`config.mk`:
```
export PLATFORM = sky130hd
export DESIGN_NAME = long_fifo_4bit_rd_packer
export DESIGN_NICKNAME = d
export VERILOG_FILES = /design/src/rtl/long_fifo_4bit_rd_packer.sv
export SDC_FILE = /design/constraint.sdc
export NUM_CORES = 1
export LEC_CHECK = 0
export CAP_MARGIN = 25
export CELL_PAD_IN_SITES_DETAIL_PLACEMENT = 0
export CELL_PAD_IN_SITES_GLOBAL_PLACEMENT = 1
export CORE_ASPECT_RATIO = 0.5
export CORE_UTILIZATION = 25
export DETAILED_ROUTE_END_ITERATION = 10
export GPL_ROUTABILITY_DRIVEN = 0
export HOLD_SLACK_MARGIN = 0.1
export PLACE_DENSITY_LB_ADDON = 0.12
export SYNTH_ARGS = -nofsm -noshare
export SYNTH_HDL_FRONTEND = slang
export SYNTH_SLANG_ARGS = --single-unit
```
`constraint.sdc`:
```
create_clock -name clk -period 3.72 [get_ports clk]
set_input_delay 0.744 -clock clk [delete_from_list [all_inputs] [get_ports clk]]
set_output_delay 0.744 -clock clk [all_outputs]
set_load 0.05 [all_outputs]
```
`src/rtl/long_fifo_4bit_rd_packer.sv`:
```
// Purpose : drains nibbles from a FWFT long-FIFO read port and packs pairs into bytes (low nibble first).
// Latency : high-nibble pop in cycle N -> m_tvalid in cycle N+1 when the 2-entry output buffer is empty.
// Backpr. : with buffer full in HI no nibble is popped; optional LONG_FIFO_RD_PACKER_TIMEOUT_EN flushes a lone low nibble.
module long_fifo_4bit_rd_packer #(
  parameter int HOLDOFF = 8,
  parameter int TIMEOUT = 256
) (
  input  logic        clk,
  input  logic        rst,
  input  logic [3:0]  fifo_dout,
  input  logic        fifo_empty,
  output logic        fifo_rd_en,
  output logic [7:0]  m_tdata,
  output logic        m_tvalid,
  input  logic        m_tready,
  output logic        m_tpartial,
  output logic [31:0] byte_cnt
);

`ifdef LONG_FIFO_RD_PACKER_TIMEOUT_EN
  // Buffer entries carry a partial flag above the data byte.
  localparam int ENTRY_W = 9;
`else
  localparam int ENTRY_W = 8;
  // No flush path in this build, so the timeout value has no consumer.
  localparam int timeout_unused = TIMEOUT;
`endif

  typedef enum logic {ST_LO, ST_HI} state_t;

  state_t               state_q, state_d;
  logic [3:0]           hold_cnt;
  logic                 rd_en_ok;
  logic [3:0]           lo_q;
  logic [ENTRY_W-1:0]   head_q, tail_q;
  logic [1:0]           cnt_q;
  logic                 push;
  logic [ENTRY_W-1:0]   push_entry;
  logic                 pop_out;

  assign rd_en_ok = (hold_cnt == 4'(HOLDOFF));
  assign pop_out  = m_tvalid && m_tready;
  assign m_tvalid = (cnt_q != 2'd0);
  assign m_tdata  = head_q[7:0];

`ifdef LONG_FIFO_RD_PACKER_TIMEOUT_EN
  logic [15:0] tmo_cnt;
  logic        flush;
  assign m_tpartial = head_q[8];
`else
  assign m_tpartial = 1'b0;
`endif

  // Post-reset read lockout: saturating counter, reads allowed once it hits HOLDOFF.
  always_ff @(posedge clk or posedge rst) begin
    if (rst)
      hold_cnt <= 4'd0;
    else if (hold_cnt != 4'(HOLDOFF))
      hold_cnt <= hold_cnt + 4'd1;
  end

  // Pop decision, next state and buffer push (normal pack or timeout flush).
  always_comb begin
    state_d    = state_q;
    push       = 1'b0;
`ifdef LONG_FIFO_RD_PACKER_TIMEOUT_EN
    flush      = 1'b0;
    push_entry = {1'b0, fifo_dout, lo_q};
`else
    push_entry = {fifo_dout, lo_q};
`endif
    fifo_rd_en = rd_en_ok && !fifo_empty && ((state_q == ST_LO) || (cnt_q < 2'd2));
    case (state_q)
      ST_LO: begin
        if (fifo_rd_en)
          state_d = ST_HI;
      end
      ST_HI: begin
        if (fifo_rd_en) begin
          state_d = ST_LO;
          push    = 1'b1;
        end
`ifdef LONG_FIFO_RD_PACKER_TIMEOUT_EN
        // A real high nibble always wins over the flush.
        else if (fifo_empty && (tmo_cnt == 16'(TIMEOUT - 1)) && (cnt_q < 2'd2)) begin
          flush      = 1'b1;
          push       = 1'b1;
          push_entry = {1'b1, 4'h0, lo_q};
          state_d    = ST_LO;
        end
`endif
      end
      default: state_d = ST_LO;
    endcase
  end

  // State register and low-nibble capture.
  always_ff @(posedge clk or posedge rst) begin
    if (rst) begin
      state_q <= ST_LO;
      lo_q    <= 4'h0;
    end else begin
      state_q <= state_d;
      if (state_q == ST_LO && fifo_rd_en)
        lo_q <= fifo_dout;
    end
  end

`ifdef LONG_FIFO_RD_PACKER_TIMEOUT_EN
  // Empty-cycle counter for a held low nibble; saturates while a flush waits for space.
  always_ff @(posedge clk or posedge rst) begin
    if (rst)
      tmo_cnt <= 16'd0;
    else if (state_q == ST_LO || fifo_rd_en || flush)
      tmo_cnt <= 16'd0;
    else if (fifo_empty && tmo_cnt != 16'(TIMEOUT - 1))
      tmo_cnt <= tmo_cnt + 16'd1;
  end
`endif

  // Two-entry output buffer as head/tail registers; head drives the stream outputs.
  always_ff @(posedge clk or posedge rst) begin
    if (rst) begin
      head_q <= '0;
      tail_q <= '0;
      cnt_q  <= 2'd0;
    end else begin
      case ({push, pop_out})
        2'b10: begin
          if (cnt_q == 2'd0) head_q <= push_entry;
          else               tail_q <= push_entry;
          cnt_q <= cnt_q + 2'd1;
        end
        2'b01: begin
          if (cnt_q == 2'd2) head_q <= tail_q;
          cnt_q <= cnt_q - 2'd1;
        end
        2'b11: begin
          if (cnt_q == 2'd1) begin
            head_q <= push_entry;
          end else begin
            head_q <= tail_q;
            tail_q <= push_entry;
          end
        end
        default: ;
      endcase
    end
  end

  // Handed-off byte counter, wraps naturally.
  always_ff @(posedge clk or posedge rst) begin
    if (rst)
      byte_cnt <= 32'd0;
    else if (pop_out)
      byte_cnt <= byte_cnt + 32'd1;
  end

endmodule
```
* Word-level counts from Yosys, hierarchy flattened
Cells that the tools add are included.
Operators by class: add/sub/neg operators 4, eq/ne operators 11, bitwise logic cells 1, reduce and logical (&&, ||, !) cells 13, mux-type cells 12, order comparisons 1
Operator list (number):
- $mux 8 | 5
- $add 32x1->32 const B | 1
- $pmux 8 s3 | 1
- $pmux 8 s2 | 1
- $ne 2x2->1 const B | 4
- $eq 2x2->1 const B | 3
- $reduce_and 3->1 | 2
- $reduce_bool 2->1 | 3
- $add 4x1->4 const B | 1
- $eq 2x1->1 const B | 2
- $eq 4x4->1 const B | 1
- $logic_and 1x1->1 | 4
- $ne 4x4->1 const B | 1
- $pmux 2 s2 | 1
- $mux 1 | 3
- $reduce_bool 3->1 | 1
- $add 2x1->2 const B | 1
- $logic_not 2->1 | 1
- $lt 2x2->1 const B | 1
- $pmux 1 s2 | 1
- $sub 2x1->2 const B | 1
- $logic_not 1->1 | 1
- $logic_or 1x1->1 | 1
- $not 1->1 | 1
Word-level totals: register bits after elaboration 59

* Longest topological paths before layout
depth in word-level cells 8, depth in mapped cells 11

* Worst setup path after synthesis
OpenSTA, ideal clock, no wires.
kind reg2reg, from register hold_cnt[0], to register head_q[2], in the netlist m_tdata[2], setup slack 0.083 ns, arrival 3.560 ns, clock period less this slack 3.637 ns, library setup time 0.077 ns, stages on the path, launching flop included 12, cell sequence dfrtp_1 > inv_1 > ha_1 > nand3_1 > a211oi_1 > ha_1 > inv_1 > ha_1 > a221oi_2 > buf_2 > nor2_1 > a21oi_1
On the way: longest elaborated chain between the ends 8
Ends and longest elaborated chain:
- from (decl) | RTL line 32 | logic [3:0] hold_cnt;
- from (signal assigned) | RTL line 59 | hold_cnt <= hold_cnt + 4'd1;
- $eq 4x4->1 * | RTL line 41 | assign rd_en_ok = (hold_cnt == 4'(HOLDOFF));
- $logic_and 1x1->1 * (2 in a row) | RTL line 72 | fifo_rd_en = rd_en_ok && !fifo_empty && ((state_q == ST_LO) || (cnt_q < 2'd2));
- via fifo_rd_en | RTL line 12 | output logic fifo_rd_en,
- $mux 1 * | RTL line 79 | if (fifo_rd_en) begin
- $mux 1 * | RTL line 73 | case (state_q)
- $eq 2x1->1 / $eq 2x2->1 (equally long branches) | RTL line 128 | case ({push, pop_out})
- $ne 2x2->1 (no line) / $reduce_bool 3->1 (equally long branches)
- $reduce_and 3->1 (no line)
- to (signal assigned) | RTL line 130 | if (cnt_q == 2'd0) head_q <= push_entry;
- to (signal assigned) | RTL line 135 | if (cnt_q == 2'd2) head_q <= tail_q;
- to (signal assigned) | RTL line 140 | head_q <= push_entry;
- to (decl) | RTL line 35 | logic [ENTRY_W-1:0] head_q, tail_q;
Mark *: on every way through the listed nets, which the timed path passes. The rest lies on a longest branch. A chain may end at the register's enable or synchronous reset.

* Final worst setup path
from register hold_cnt[0], to output fifo_rd_en
On the way: longest elaborated chain between the ends 3
Ends and longest elaborated chain (RTL line):
- $eq 4x4->1 | 41
- $logic_and 1x1->1 (2 in a row) | 72
- to (decl) | 12
Every way passes these cells.

==> run_results.csv <==
group,metric,value,unit
synth,syn-cell-area,2830,µm²
grt,antenna_found_initial,0,
grt,grt_pass1_vias,1977,
synth,synth_warnings,0,
timing,setup_ws,0.506,ns
final_layout,fillers,1094,
power_and_ir_drop,switching_share,35.7,%
power_and_ir_drop,internal-power,1.86,mW
floorplanning,initial_core_util,25.7,%
timing,hold_viol,0,
grt,grt_usage,11.5,%
power_and_ir_drop,seqPwrFrac,32.0,%
clocking,hold_buffers,0,
setup_path,crit_required,2.98,ns
placement,dp_slack,0.597,ns
floorplanning,dieHeight,77.3,µm
synth,synth_seq_cells,59,
synth,synth_edf_count,0,
clocking,clk_pin_slew,0.05,ns
drt,dr.pass1.iters,6,
power_and_ir_drop,powerDensity,749,nW/µm²
drt,drtIter0Drc,100,
floorplanning,io_pins,51,
synth,synth_cell_types,34,
placement,portBuffers,49,
synth,synth-main-ff-cell,"dfrtp_1",
hold_path,hold_path_class,"reg -> reg",
drt,ant_nets,0,
clocking,h-tree-depth,3,
synth,synth_nets,270,
grt,grt_max_degree,60,
timing,slew_headroom,48.8,%
synth,postSynthCellCount,249,
power_and_ir_drop,power,2.88,mW
timing,clock-skew-final,0.00448,ns
synth,synth-seq-area-share,52.1,%
power_and_ir_drop,comb_power_share,34.3,%
job,maxCapViolCount,0,
final_layout,mostFrequentLayoutCell,"dfrtp_1",
setup_path,path_class,"reg -> out",
clocking,clock_path_buffers,2,
floorplanning,die_area,11800,µm²
timing,period_share,86.4,%
clocking,tritoncts,"yes",
power_and_ir_drop,p_switching,1.03,mW
timing,timing.final.crit_period,3.21,ns
synth,synth_top_cell_by_area,"dfrtp_1",
synth,avgSynthCellArea,11.4,µm²
clocking,clock_latency,0.33,ns
timing,max_freq,311,MHz
synth,synth_top_area_share,52.1,%
drt,route.detailed.drc,0,
power_and_ir_drop,p_leak,1.68,nW
timing,drv_slew,0,
floorplanning,core,11000,µm²
timing,tns,0,ns
clocking,post-cts-setup-buffer-count,0,
timing,max_slew.worst_pin.slew,0.768,ns
floorplanning,rows,27,
final_layout,nets,329,
setup_path,end_kind,"primary output",
clocking,clock-sinks,59,
drt,viasPerCell,4.38,
power_and_ir_drop,ir_drop,0.357,mV
run_status,outcome,"finished, final reports clean",
placement,hpwl,4120,µm
synth,yosys-top-cells-area,"dfrtp_1, xnor2_1, ha_1",
floorplanning,die_x,153,µm
grt,grt_first_pass_wirelength,10200,µm
final_layout,syn2layout_area_growth,35.9,%
drt,via_count,2004,
clocking,numCtsBuffers,9,
timing,setup_viol,0,
synth,async_flop_share,100,%
setup_path,cp.arrival,2.47,ns
clocking,cts_resized,0,
timing,rsz0062_at_grt,"false",
drt,routedWlPerCell,13.2,µm
final_layout,drive_gt1_share,13.7,%
setup_path,start_kind,"flop",
clocking,clockRootBuffer,"clkbuf_16",
power_and_ir_drop,clockPowerShare,33.7,%
final_layout,mostFrequentLayoutCells,"dfrtp_1, clkdlybuf4s50_1, xnor2_1, nand2_1, inv_1",
grt,overflow,0,
final_layout,diodes,0,
setup_path,crit_fanout,4,
drt,wirelength,6030,µm
[logic make-up after synthesis]
family	synth area share, %
fa+ha+maj	5.74
compound gates	5.66
buf+inv	3.31
mux	5.13
xor+xnor	10.5
other cells	0.132
flops	52.1
simple gates	17.4
[power groups by stage]
stage	clock [mW]	sequential [mW]	combinational (mW)
5_1_grt	1.04	0.946	1.08
6_report	0.972	0.922	0.990
4_1_cts	1.01	0.926	1.01
3_5_place_dp	0	0.935	1.01
3_3_place_gp	0	0.928	0.998
2_1_floorplan	0	1.17	0.463
[state kept, by name, summed over array words and instances, names as in the netlist]
register  flops
hold_cnt      4
lo_q          4
byte_cnt     32
tail_q        8
state_q       1
cnt_q         2
m_tdata       8
[critical path, stage by stage, from the launching register on]
cell,delay [ns]
dfrtp_1,0.40
inv_1,0.10
ha_1,0.18
nand3_1,0.16
a211oi_1,0.41
clkdlybuf4s50_1,0.88
[cell usage after synthesis, types with 7 or more instances]
cell,number
dfrtp_1,59
xnor2_1,24
nand2_1,17
inv_1,15
ha_1,13
mux2_2,12
nand4_1,12
nor2_1,12
nand3_1,11
a21oi_1,10
xor2_1,10
and3_1,9
a22oi_1,8
nor3_1,7
[metal layers]
metal	track usage, %	routed length, µm	vias to the layer above	share of wire [%]
met2	17.2	2860	37	47
met3	5.03	242	8	4.0
li1	-	-	988	-
met1	14.4	2840	971	47
met5	0	0	-	0
met4	4.55	90	0	1.5
[through the flow]
stage	hold WS, ns	cell area, µm²	cells	util [%]
2_1_floorplan	0.466	2830	249	-
3_3_place_gp	0.463	3500	442	31.8
3_5_place_dp	0.465	3500	442	31.8
4_1_cts	0.476	3850	458	34.9
5_1_grt	0.499	3850	458	34.9
6_report	0.477	3850	458	34.9
[area by class of cell]
cell class	count	area (µm²)	area share [%]
flip-flops and latches	59	1480	38.4
well taps	145	181	4.71
repair buffers	53	520	13.5
clock inverters	7	124	3.22
inverters	16	60.1	1.56
multi-input cells	169	1260	32.8
clock buffers	9	225	5.85
[worst paths after layout]
check                                  start      endpoint  slack, ns  cells past startpoint
max in group asynchronous                rst  byte_cnt[24]       2.26                      3
min in group asynchronous                rst     tail_q[7]       0.96                      3
worst min-delay path            byte_cnt[31]  byte_cnt[31]       0.48                      1
worst min register to register  byte_cnt[31]  byte_cnt[31]       0.48                      1
worst max register to register   hold_cnt[0]     tail_q[3]       1.15                      9
worst max-delay path             hold_cnt[0]    fifo_rd_en       0.51                      5
Power figures use the tool's default switching activity.
